### src/rtl/pipelined_cla_adder_pkg.sv
// Shared widths and lookahead types for the pipelined carry-lookahead adder.
package AdderPkg;

    localparam int GROUP_WIDTH = 4;
    localparam int WORD_WIDTH  = 16;

    typedef struct packed {
        logic p;
        logic g;
    } group_pg_t;

endpackage

### src/rtl/pipelined_cla_adder_if.sv
// Operand/result handshake bundle between the control sequencer and the adder.
interface pipelined_cla_adder_if
    import AdderPkg::*;
#(
    parameter int WIDTH = WORD_WIDTH
);

    logic [WIDTH-1:0] a_in;
    logic [WIDTH-1:0] b_in;
    logic             c_in;
    logic             valid_in;
    logic             ready_out;
    logic [WIDTH-1:0] sum_out;
    logic             carry_out;
    logic             overflow_out;
    logic             zero_out;
    logic             valid_out;
    logic             ready_in;

    modport master (
        output a_in, b_in, c_in, valid_in, ready_in,
        input  ready_out, sum_out, carry_out, overflow_out, zero_out, valid_out
    );

    modport slave (
        input  a_in, b_in, c_in, valid_in, ready_in,
        output ready_out, sum_out, carry_out, overflow_out, zero_out, valid_out
    );

endinterface

### src/rtl/pipelined_cla_adder_cla.sv
// 4-bit lookahead unit and the per-bit partial full adder cell.
// Propagate is the OR form (p = a | b), so carries stay exact but p cannot form the sum.
module CarryLookaheadUnit
    import AdderPkg::*;
(
    input  logic [GROUP_WIDTH-1:0] p,
    input  logic [GROUP_WIDTH-1:0] g,
    input  logic                   c_in,
    output logic [GROUP_WIDTH:0]   carries,
    output group_pg_t              group_pg
);

    logic group_p;
    logic group_g;

    assign group_p = &p;
    assign group_g = g[3] | (p[3] & g[2]) | (p[3] & p[2] & g[1]) | (p[3] & p[2] & p[1] & g[0]);

    assign carries[0] = c_in;
    assign carries[1] = g[0] | (p[0] & c_in);
    assign carries[2] = g[1] | (p[1] & g[0]) | (p[1] & p[0] & c_in);
    assign carries[3] = g[2] | (p[2] & g[1]) | (p[2] & p[1] & g[0]) | (p[2] & p[1] & p[0] & c_in);
    assign carries[4] = group_g | (group_p & c_in);

    assign group_pg.p = group_p;
    assign group_pg.g = group_g;

endmodule

module PartialFullAdder (
    input  logic a,
    input  logic b,
    input  logic carry,
    output logic p,
    output logic g,
    output logic sum
);

    assign p   = a | b;
    assign g   = a & b;
    assign sum = a ^ b ^ carry;

endmodule

### src/rtl/pipelined_cla_adder.sv
// Two-stage CLA adder: S1 registers operands plus group P/G, S2 resolves carries into the output register.
// WIDTH/GROUP_WIDTH must not exceed GROUP_WIDTH so a single second-level unit covers all groups.
module pipelined_cla_adder
    import AdderPkg::*;
#(
    parameter int WIDTH = WORD_WIDTH
)(
    input  logic                  clk_in,
    input  logic                  reset_in,
    pipelined_cla_adder_if.slave  bus
);

    localparam int NUM_GROUPS = WIDTH / GROUP_WIDTH;

    logic                   s1_valid;
    logic                   advance;
    logic                   accept;
    logic [WIDTH-1:0]       s1_a;
    logic [WIDTH-1:0]       s1_b;
    logic                   s1_c;
    group_pg_t              s1_group   [NUM_GROUPS];
    group_pg_t              next_group [NUM_GROUPS];
    logic [GROUP_WIDTH:0]   unused_s1_carries [NUM_GROUPS];

    assign advance       = !bus.valid_out || bus.ready_in;
    assign bus.ready_out = !s1_valid || advance;
    assign accept        = bus.valid_in && bus.ready_out;

    for (genvar gi = 0; gi < NUM_GROUPS; gi++) begin : g_s1
        logic [GROUP_WIDTH-1:0] in_p;
        logic [GROUP_WIDTH-1:0] in_g;

        assign in_p = bus.a_in[gi*GROUP_WIDTH +: GROUP_WIDTH] | bus.b_in[gi*GROUP_WIDTH +: GROUP_WIDTH];
        assign in_g = bus.a_in[gi*GROUP_WIDTH +: GROUP_WIDTH] & bus.b_in[gi*GROUP_WIDTH +: GROUP_WIDTH];

        CarryLookaheadUnit u_cla (
            .p        (in_p),
            .g        (in_g),
            .c_in     (1'b0),
            .carries  (unused_s1_carries[gi]),
            .group_pg (next_group[gi])
        );
    end

    always_ff @(posedge clk_in) begin
        if (reset_in) begin
            s1_valid <= 1'b0;
        end else if (bus.ready_out) begin
            s1_valid <= bus.valid_in;
        end
    end

    always_ff @(posedge clk_in) begin
        if (accept) begin
            s1_a     <= bus.a_in;
            s1_b     <= bus.b_in;
            s1_c     <= bus.c_in;
            s1_group <= next_group;
        end
    end

    logic [GROUP_WIDTH-1:0] top_p;
    logic [GROUP_WIDTH-1:0] top_g;
    logic [GROUP_WIDTH:0]   top_carries;
    group_pg_t              unused_top_pg;

    // Unused second-level slots are padded with p = g = 0 so they never pass a carry.
    for (genvar gi = 0; gi < GROUP_WIDTH; gi++) begin : g_top
        if (gi < NUM_GROUPS) begin : g_used
            assign top_p[gi] = s1_group[gi].p;
            assign top_g[gi] = s1_group[gi].g;
        end else begin : g_pad
            assign top_p[gi] = 1'b0;
            assign top_g[gi] = 1'b0;
        end
    end

    CarryLookaheadUnit u_top_cla (
        .p        (top_p),
        .g        (top_g),
        .c_in     (s1_c),
        .carries  (top_carries),
        .group_pg (unused_top_pg)
    );

    logic [WIDTH-1:0]       bit_p;
    logic [WIDTH-1:0]       bit_g;
    logic [WIDTH-1:0]       bit_carry;
    logic [WIDTH-1:0]       next_sum;
    logic [GROUP_WIDTH:0]   group_carries [NUM_GROUPS];
    logic [NUM_GROUPS-1:0]  unused_group_couts;
    group_pg_t              unused_s2_pg [NUM_GROUPS];

    for (genvar gi = 0; gi < NUM_GROUPS; gi++) begin : g_s2
        CarryLookaheadUnit u_cla (
            .p        (bit_p[gi*GROUP_WIDTH +: GROUP_WIDTH]),
            .g        (bit_g[gi*GROUP_WIDTH +: GROUP_WIDTH]),
            .c_in     (top_carries[gi]),
            .carries  (group_carries[gi]),
            .group_pg (unused_s2_pg[gi])
        );

        assign bit_carry[gi*GROUP_WIDTH +: GROUP_WIDTH] = group_carries[gi][GROUP_WIDTH-1:0];
        assign unused_group_couts[gi] = group_carries[gi][GROUP_WIDTH];
    end

    for (genvar bi = 0; bi < WIDTH; bi++) begin : g_bit
        PartialFullAdder u_pfa (
            .a     (s1_a[bi]),
            .b     (s1_b[bi]),
            .carry (bit_carry[bi]),
            .p     (bit_p[bi]),
            .g     (bit_g[bi]),
            .sum   (next_sum[bi])
        );
    end

    logic next_carry;
    logic next_overflow;

    assign next_carry    = top_carries[NUM_GROUPS];
    assign next_overflow = bit_carry[WIDTH-1] ^ next_carry;

    // Result data only moves when a real operation leaves S1, so a stalled output stays put.
    always_ff @(posedge clk_in) begin
        if (reset_in) begin
            bus.valid_out    <= 1'b0;
            bus.sum_out      <= '0;
            bus.carry_out    <= 1'b0;
            bus.overflow_out <= 1'b0;
            bus.zero_out     <= 1'b0;
        end else begin
            if (advance) begin
                bus.valid_out <= s1_valid;
            end
            if (advance && s1_valid) begin
                bus.sum_out      <= next_sum;
                bus.carry_out    <= next_carry;
                bus.overflow_out <= next_overflow;
                bus.zero_out     <= (next_sum == '0);
            end
        end
    end

endmodule

### src/flat_wrapper.sv
// flat-port wrapper written by rule: the top's interface ports become plain ports
module pipelined_cla_adder_flat import AdderPkg::*;
#(
    parameter int WIDTH = WORD_WIDTH
)
  (clk_in, reset_in, bus_a_in, bus_b_in, bus_c_in, bus_valid_in, bus_ready_in, bus_ready_out, bus_sum_out, bus_carry_out, bus_overflow_out, bus_zero_out, bus_valid_out);
  pipelined_cla_adder_if #(.WIDTH(WIDTH)) bus_i ();
  input  logic clk_in;
  input  logic reset_in;
  input wire logic [$bits(bus_i.a_in)-1:0] bus_a_in;
  input wire logic [$bits(bus_i.b_in)-1:0] bus_b_in;
  input wire logic [$bits(bus_i.c_in)-1:0] bus_c_in;
  input wire logic [$bits(bus_i.valid_in)-1:0] bus_valid_in;
  input wire logic [$bits(bus_i.ready_in)-1:0] bus_ready_in;
  output wire logic [$bits(bus_i.ready_out)-1:0] bus_ready_out;
  output wire logic [$bits(bus_i.sum_out)-1:0] bus_sum_out;
  output wire logic [$bits(bus_i.carry_out)-1:0] bus_carry_out;
  output wire logic [$bits(bus_i.overflow_out)-1:0] bus_overflow_out;
  output wire logic [$bits(bus_i.zero_out)-1:0] bus_zero_out;
  output wire logic [$bits(bus_i.valid_out)-1:0] bus_valid_out;
  assign bus_i.a_in = bus_a_in;
  assign bus_i.b_in = bus_b_in;
  assign bus_i.c_in = bus_c_in;
  assign bus_i.valid_in = bus_valid_in;
  assign bus_i.ready_in = bus_ready_in;
  assign bus_ready_out = bus_i.ready_out;
  assign bus_sum_out = bus_i.sum_out;
  assign bus_carry_out = bus_i.carry_out;
  assign bus_overflow_out = bus_i.overflow_out;
  assign bus_zero_out = bus_i.zero_out;
  assign bus_valid_out = bus_i.valid_out;
  pipelined_cla_adder #(.WIDTH(WIDTH)) u_core (.clk_in(clk_in), .reset_in(reset_in), .bus(bus_i));
endmodule
### config.mk
export PLATFORM = sky130hd
export DESIGN_NAME = pipelined_cla_adder_flat
export DESIGN_NICKNAME = d
export VERILOG_FILES = /design/src/rtl/pipelined_cla_adder_pkg.sv /design/src/rtl/pipelined_cla_adder_if.sv /design/src/rtl/pipelined_cla_adder_cla.sv /design/src/rtl/pipelined_cla_adder.sv /design/src/flat_wrapper.sv
export SDC_FILE = /design/constraint.sdc
export NUM_CORES = 1
export LEC_CHECK = 0
export BUFFER_PORTS_ARGS = -buffer_cell sky130_fd_sc_hd__buf_2
export CAP_MARGIN = 20
export CORE_AREA = 2 2 82 115
export CTS_CLUSTER_DIAMETER = 50
export DETAILED_ROUTE_END_ITERATION = 8
export DIE_AREA = 0 0 84 117
export PLACE_DENSITY = 0.63
export SLEW_MARGIN = 20
export SYNTH_ARGS = -nofsm -noshare
export SYNTH_HDL_FRONTEND = slang
export SYNTH_HIERARCHICAL = 1
export SYNTH_SLANG_ARGS = --single-unit
### constraint.sdc
create_clock -name clk_in -period 2.6 [get_ports clk_in]
set_input_delay 0.26 -clock clk_in [delete_from_list [all_inputs] [get_ports clk_in]]
set_output_delay 0.26 -clock clk_in [all_outputs]
set_load 0.01 [all_outputs]
==> flow_summary.ini, run 1 <==
[status]
status = finished clean

[routing]
drc = 0
routed_wl_mm = 6.18
dr.pass1.iters = 4
ant_nets = 0
drtIter0Drc = 102
dr_total_vias = 2362
vias_per_cell = 4.85
post_drt_wl_per_cell_um = 12.7

[sta]
max_freq_mhz = 445
tns_ns = 0
fin_crit_sh = 0.864
finalHoldViolCount = 0
final.setup_skew_ns = 0.00788
setup_ws_ns = 0.353
min_period_ns = 2.25
slew_viol_final = 0
setup_viol = 0
worst_pin_slew_ns = 0.814
max_slew_margin = 0.457
rsz0062_at_grt = no

[critical_path]
cp.required_ns = 2.85
crit_fanout = 4
cp_cell_sequence = a21o_1, a31o_1, a21o_1, a31o_1, xor2_1, nor4_1, nand4_1, o21ai_1
cp_slowest_stage_delay_ns = 0.43
r2r_start = u_core/s1_c
path_class = flop to flop
crit_path_top_delay_cell = edfxtp_1
startpoint_type = flop
path_buf_inv = 0
cp-end-kind = flop
arrival_ns = 2.50
startpoint = u_core/s1_c
critical_path.top_delay_family = compound AO/OA/AOI/OAI gates

[power]
swShare = 0.235
p_int_uw = 1970
power_uw = 2580
p_sw_uw = 607
ir_drop_uv = 322
p_leak_uw = 0.00181
p_comb_frac = 0.139
seqPwrFrac = 0.450
pwr-share-clk = 0.411
p_per_area_mw_per_mm2 = 658

[clocking]
cts.sinks = 62
ctsHoldBuffers = 0
worstSkewPairLatency_ns = 0.32
cts.repair.resized = 0
cts.clk_slew.worst_paths_ns = 0.05
cts_root_buf = clkbuf_16
cts_setup_buffers = 0
cts_max_level = 3
cts_tree = done
cts_buffers = 9
clk_path_buf_depth = 2

[finish]
drive_above_1_share = 0.216
nFillCells = 850
syn2layout_area_growth_pct = 17.4
finalInstanceArea_sq_mm = 0.00392
diodes = 0
nets = 440

[synthesis]
syn_area_sq_mm = 0.00334
synth_nets = 391
syn_inst = 326
avgSynthCellArea_sq_um = 10.2
yosysWarnings = 6

[placed_design]
postPlaceCellArea_sq_mm = 0.00365
pre_cts_slack_ns = 0.383
port_buffers = 57
dp_hpwl_mm = 4.73
gp_congestion = 0.783

[die]
io_pins = 58
placement_rows = 41
fp.coreArea_sq_mm = 0.00887
dieArea_sq_mm = 0.00983
start_util = 0.376
chipHeight_um = 117
chipWidth_um = 84

[global_routing]
grt_max_degree = 23
antenna_found_initial = 0
gr-total-overflow = 0
grt_pass1_vias = 2263
grtUsageTotal = 0.134
grt_pass1_wl_mm = 10.1

[run]
max-cap-violations = 0

[min_path]
worstHoldStart = bus_b_in[10]
hold_path_class = primary input to flop
worst paths after layout:
kind	end	slack [ns]	depth (start not counted)
setup / recovery	u_core/bus.zero_out	0.35	8
setup reg to reg	u_core/bus.zero_out	0.35	8
hold / removal	u_core/s1_b[10]	0.13	1
hold reg to reg	u_core/bus.sum_out[9]	0.48	2
state kept, by name (all words and copies together) (netlist names):
name / flops
u_core/bus.sum_out: 16
u_core/s1_c: 1
u_core/s1_a: 16
u_core/s1_group: 8
u_core/bus.carry_out: 1
u_core/s1_b: 16
u_core/bus.overflow_out: 1
u_core/s1_valid: 1
u_core/bus.valid_out: 1
u_core/bus.zero_out: 1
placed cells by master (no fill, tap or decap), types with 2 or more instances in the layout:
master / count
a21o_1: 15
a21oi_1: 30
a31o_1: 5
and2_1: 16
buf_2: 57
buf_4: 2
clkbuf_1: 4
clkbuf_16: 9
clkbuf_8: 2
dfxtp_1: 21
edfxtp_1: 41
ha_1: 28
inv_1: 49
nand2_1: 6
nand3_1: 18
nand4_1: 6
nor2_1: 2
nor2b_1: 2
nor4_1: 3
o21ai_1: 23
or2_1: 9
or2_2: 7
xor2_1: 16
routing by layer:
layer	track usage	vias to the layer above	part of all wire
met5	0	-	0
met4	0.0720	0	0.033
met3	0.0386	14	0.051
met2	0.239	57	0.51
met1	0.144	1099	0.41
li1	-	1192	-
final cells by class:
type	count	area (sq um)	area share
flip-flops and latches	62	1650	0.421
multi-input cells	192	1350	0.345
repair buffers	60	320	0.0817
clock buffers	15	268	0.0683
inverters	50	188	0.0479
well taps	107	134	0.0342
clock inverters	1	5.00	0.00128
power groups by stage:
stage,logic (uW),registers [uW],clock network (uW)
floorplan,254,1180,0
global placement,352,1180,0
detailed placement,359,1180,0
CTS,360,1160,1090
global route,401,1170,1130
finish,359,1160,1060
stage by stage:
stage	cells	hold slack, ns	util
floorplan	326	0.359	-
detailed placement	471	0.459	0.411
CTS	487	0.116	0.442
global placement	471	0.458	0.411
finish	487	0.129	0.442
global route	487	0.123	0.442
Note: power is estimated with default switching activity, not from simulation.
==> run 2: changes to the inputs <==
- BUFFER_PORTS_ARGS: -buffer_cell sky130_fd_sc_hd__buf_2 -> -buffer_cell sky130_fd_sc_hd__buf_4
- PLACE_DENSITY: 0.63 -> 0.66
- clock period: 2.6 -> 1.8 ns (I/O delays scaled with it)
==> run 2 against run 1 <==
Compared with the run above:
- the run now ends with negative setup slack left
- power grew 54%
- sequential share of layout area decreased by 3.3 points
- global-route usage up 0.68 points
- flip-flop and latch count unchanged
- worst hold slack got worse by 0.086 ns
- worst setup slack got worse by 0.50 ns
- non-clock buffer count grew 14
- clock skew down 0.0026 ns
- wire length up 4.5%
- sequential power grew 44%
- register-to-register slack got worse by 0.50 ns
- cell count increased by 2.9%
==> flow_summary.ini, run 2 (synthesis gave the netlist of run 1 again) <==
[sta]
setup_viol = 3
worst_pin_slew_ns = 0.605
rsz0062_at_grt = yes
slew_viol_final = 0
max_slew_margin = 0.597
max_freq_mhz = 514
fin_crit_sh = 1.08
fin_hold_ws_ns = 0.0432
setup_ws_ns = -0.145
final.setup_skew_ns = 0.00529
tns_ns = -0.195
finalHoldViolCount = 0
min_period_ns = 1.95

[finish]
final_common_cell = buf_4
layout_common_cells = buf_4 (73), inv_1 (49), edfxtp_1 (41), a21oi_1 (28), ha_1 (28)
nets = 454
diodes = 0
reg.largest.list = u_core/bus.sum_out: 16 flops, u_core/s1_a: 16 flops, u_core/s1_b: 16 flops
drive_above_1_share = 0.274
finalInstanceArea_sq_mm = 0.00426
syn2layout_area_growth_pct = 27.5

[critical_path]
startpoint_type = flop
cp_cell_sequence = a21o_1, a31o_1, a21o_1, a31o_1, xor2_1, nor4_1, nand4_1, o21ai_1
path_class = flop to flop
arrival_ns = 2.21
cp-end-kind = flop
cp.required_ns = 2.06
cp_slowest_stage_delay_ns = 0.39
crit_fanout = 4
crit_path_top_delay_cell = edfxtp_1

[routing]
vias_per_cell = 4.75
post_drt_wl_per_cell_um = 12.9
ant_nets = 0
routed_wl_mm = 6.46
dr_total_vias = 2380
drc = 0
drtIter0Drc = 105
dr.pass1.iters = 4

[clocking]
cts.clk_slew.worst_paths_ns = 0.05
worstSkewPairLatency_ns = 0.32
cts.sinks = 62
clk_path_buf_depth = 2
cts_root_buf = clkbuf_16
cts_buffers = 9
cts_max_level = 3
cts_tree = done

[die]
placement_rows = 41
chipWidth_um = 84
fp.coreArea_sq_mm = 0.00887
start_util = 0.376
chipHeight_um = 117
dieArea_sq_mm = 0.00983
io_pins = 58

[power]
p_leak_uw = 0.00194
ir_drop_uv = 553
power_uw = 3980
p_per_area_mw_per_mm2 = 935

[status]
violations = negative setup slack
status = complete, but fails checks

[placed_design]
dp_hpwl_mm = 4.87
port_buffers = 57
postPlaceCellArea_sq_mm = 0.00385
gp_congestion = 0.884
pre_cts_slack_ns = -0.159

[global_routing]
grt_max_degree = 42
grt_pass1_wl_mm = 10.5
grt_pass1_vias = 2382
gr-total-overflow = 0
antenna_found_initial = 0
grtUsageTotal = 0.140

[run]
max-cap-violations = 0

[min_path]
hold_path_class = primary input to flop
-- run 2: changes by cell type in the layout (fill, tap and decap cells not counted), moves of 2 or more --
cell      change
clkinv_2      +2
a21oi_2       +2
buf_4        +71
buf_2        -57
xor2_2        +6
xor2_1        -6
a21oi_1       -2
clkbuf_1      -3
-- run 2: path summary, 6_finish.rpt --
check	endpoint	startpoint	cells after the start	slack, ns
worst max-delay path	u_core/bus.zero_out	u_core/s1_group[7]	8	-0.15
worst min register to register	u_core/bus.sum_out[0]	u_core/bus.sum_out[0]	2	0.48
worst max register to register	u_core/bus.zero_out	u_core/s1_group[7]	8	-0.15
worst min-delay path	u_core/s1_b[8]	bus_b_in[8]	1	0.04
-- run 2: report_power, final --
| part | switching [uW] | internal [uW] | total [uW] |
|---|---|---|---|
| clock | 561 | 1090 | 1660 |
| combinational | 335 | 319 | 653 |
| sequential | 45.3 | 1630 | 1670 |
| total | 941 | 3040 | 3980 |
-- run 2: timing repair --
item,CTS,global route
pin swaps,7,3
setup buffers,4,2
hold buffers,0,0
resized for setup,2,12
endpoints found under the setup margin,4,50
-- run 2: metrics by stage --
stage,cells,utilization
floorplan,326,-
global placement,481,0.434
detailed placement,481,0.434
CTS,500,0.471
global route,501,0.479
finish,501,0.479
-- run 2: layout make-up --
class | count | area (sq um)
Multi-Input combinational cell | 192 | 1430
Clock inverter | 5 | 48.8
Timing Repair Buffer | 74 | 559
Inverter | 50 | 188
Tap cell | 107 | 134
Fill cell | 837 | 4620
Clock buffer | 11 | 243
Sequential cell | 62 | 1650
-- run 2: metal layers --
layer,part of all wire,vias up,global-route usage
met3,0.040,16,0.0393
li1,-,1214,-
met1,0.39,1096,0.141
met5,0,-,0
met2,0.53,54,0.255
met4,0.041,0,0.0925
-- run 2: critical path: cells and delay by family, from the launching register on --
kind                      cells  cell delay (ns)
xor gates and xnor gates      1             0.16
AOI/OAI and AO/OA             5             1.01
DFF                           1             0.39
and+or+nand+nor               2             0.33
==> run 3: changes to the inputs <==
- PLACE_DENSITY: 0.66 -> default
- PLACE_DENSITY_LB_ADDON: default -> 0.15
==> run 3 against run 2 <==
Compared with the run above:
- cell count increased by 1.4%
- sequential power is essentially flat
- non-clock buffer count up 7
- worst hold slack worse by 0.0054 ns
- clock power decreased by 3%
- maximum frequency grew 1.6%
- global-route usage is 0.53 points higher
- wire length up 2.2%
- via count fell by 0.71%
- critical path type unchanged
- the run still ends with negative setup slack left
- sequential share of layout area about the same
- critical endpoint unchanged
- die area unchanged
==> flow_summary.ini, run 3 (synthesis gave the netlist of run 1 again) <==
[power]
ir_drop_uv = 505
power_uw = 3940
p_leak_uw = 0.00196
p_per_area_mw_per_mm2 = 925

[finish]
diodes = 0
reg.largest.list = u_core/bus.sum_out: 16 flops, u_core/s1_a: 16 flops, u_core/s1_b: 16 flops
final_common_cell = buf_4
layout_common_cells = buf_4 (81), inv_1 (49), edfxtp_1 (41), a21oi_1 (30), ha_1 (28)
multi_input_area_sq_mm = 0.00140
regArea_sq_mm = 0.00165
drive_above_1_share = 0.274
syn2layout_area_growth_pct = 27.6
nFillCells = 830
nets = 461

[sta]
slew_viol_final = 0
fin_crit_sh = 1.06
finalHoldViolCount = 0
max_slew_margin = 0.692
setup_viol = 2
final.setup_skew_ns = 0.00559
max_freq_mhz = 522
tns_ns = -0.195
worst_pin_slew_ns = 0.462
min_period_ns = 1.91
rsz0062_at_grt = yes
setup_ws_ns = -0.115

[placed_design]
gp_congestion = 0.769
dp_hpwl_mm = 5.02
port_buffers = 57

[global_routing]
grtUsageTotal = 0.146
grt_pass1_vias = 2377
gr-total-overflow = 0
grt_max_degree = 27
antenna_found_initial = 0
grt_pass1_wl_mm = 11.0

[routing]
dr_total_vias = 2363
post_drt_wl_per_cell_um = 13.0
routed_wl_mm = 6.60
vias_per_cell = 4.65
drtIter0Drc = 96
dr.pass1.iters = 4
drc = 0
ant_nets = 0

[clocking]
cts.sinks = 62
cts_max_level = 3
clk_path_buf_depth = 2
cts_buffers = 9
cts.clk_slew.worst_paths_ns = 0.05
worstSkewPairLatency_ns = 0.33
cts_tree = done
ctsHoldBuffers = 0
cts_root_buf = clkbuf_16

[critical_path]
startpoint = u_core/s1_group[7]
endpoint = u_core/bus.zero_out
timing.rr.end = u_core/bus.zero_out
ff2ff_setup_slack_ns = -0.11
cp-end-kind = flop
startpoint_type = flop
ff2ff_path_depth = 8
cp.required_ns = 2.06
path_class = flop to flop
r2r_start = u_core/s1_group[7]
crit_fanout = 3
arrival_ns = 2.18

[min_path]
hold_path_class = primary input to flop

[die]
fp.coreArea_sq_mm = 0.00887
start_util = 0.376
placement_rows = 41
chipWidth_um = 84
dieArea_sq_mm = 0.00983
chipHeight_um = 117
io_pins = 58

[status]
violations = negative setup slack
status = complete, but fails checks

[run]
max-cap-violations = 0
-- run 3: changes by cell type in the layout (fill, tap and decap cells not counted), sizes merged --
cell and delta:
buf +7, clkbuf +4, clkinv -3, bufinv -1
-- run 3: power by group --
part	total, uW	switching (uW)	internal [uW]
clock	1610	572	1040
combinational	656	327	330
sequential	1670	46.6	1630
total	3940	945	3000
-- run 3: layout make-up --
type / count / share of cell area
Multi-Input combinational cell: 192 / 0.328
Inverter: 50 / 0.0441
Tap cell: 107 / 0.0314
Clock buffer: 15 / 0.0652
Timing Repair Buffer: 81 / 0.143
Clock inverter: 1 / 0.00117
Sequential cell: 62 / 0.388
-- run 3: layer usage --
metal  GRT usage  part of all wire
met1       0.163              0.41
met2       0.260              0.52
met3      0.0323             0.047
met4      0.0806             0.025
met5           0                 0
-- run 3: what timing repair did --
item,in CTS,in global routing
pin swaps,5,3
endpoints found under the setup margin,5,9
resized for setup,2,5
cloned,0,0
hold endpoints to repair,0,0
buffers inserted,2,2
-- run 3: worst min-delay path by stage --
stage	start	end	slack, ns	cells past startpoint
2_1_floorplan	bus_a_in[0]	u_core/s1_a[0]	0.28	0
3_3_place_gp	bus_a_in[9]	u_core/s1_a[9]	0.37	1
3_5_place_dp	bus_b_in[3]	u_core/s1_b[3]	0.37	1
4_1_cts	bus_b_in[15]	u_core/s1_b[15]	0.03	1
5_1_grt	bus_b_in[15]	u_core/s1_b[15]	0.03	1
6_report	bus_b_in[15]	u_core/s1_b[15]	0.04	1
-- run 3: through the flow --
stage          area, sq um  instances   util  worst slack (ns)  hold WS [ns]
6_report              4260        508  0.480            -0.115        0.0379
5_1_grt               4260        508  0.480            -0.287        0.0334
4_1_cts               4230        508  0.476            -0.160        0.0284
3_5_place_dp          3920        490  0.442            -0.142         0.372
3_3_place_gp          3920        490  0.442           -0.0915         0.371
2_1_floorplan         3340        326      -            0.0106         0.279
-- run 3: worst max-delay path, stage by stage (launching register included) --
cell and delay (ns):
edfxtp_1 0.38, a21o_1 0.22, a31o_1 0.24, a21o_1 0.20, a31o_1 0.22, xor2_2 0.17, nor4_2 0.16, nand4_1 0.13
o21ai_1 0.13
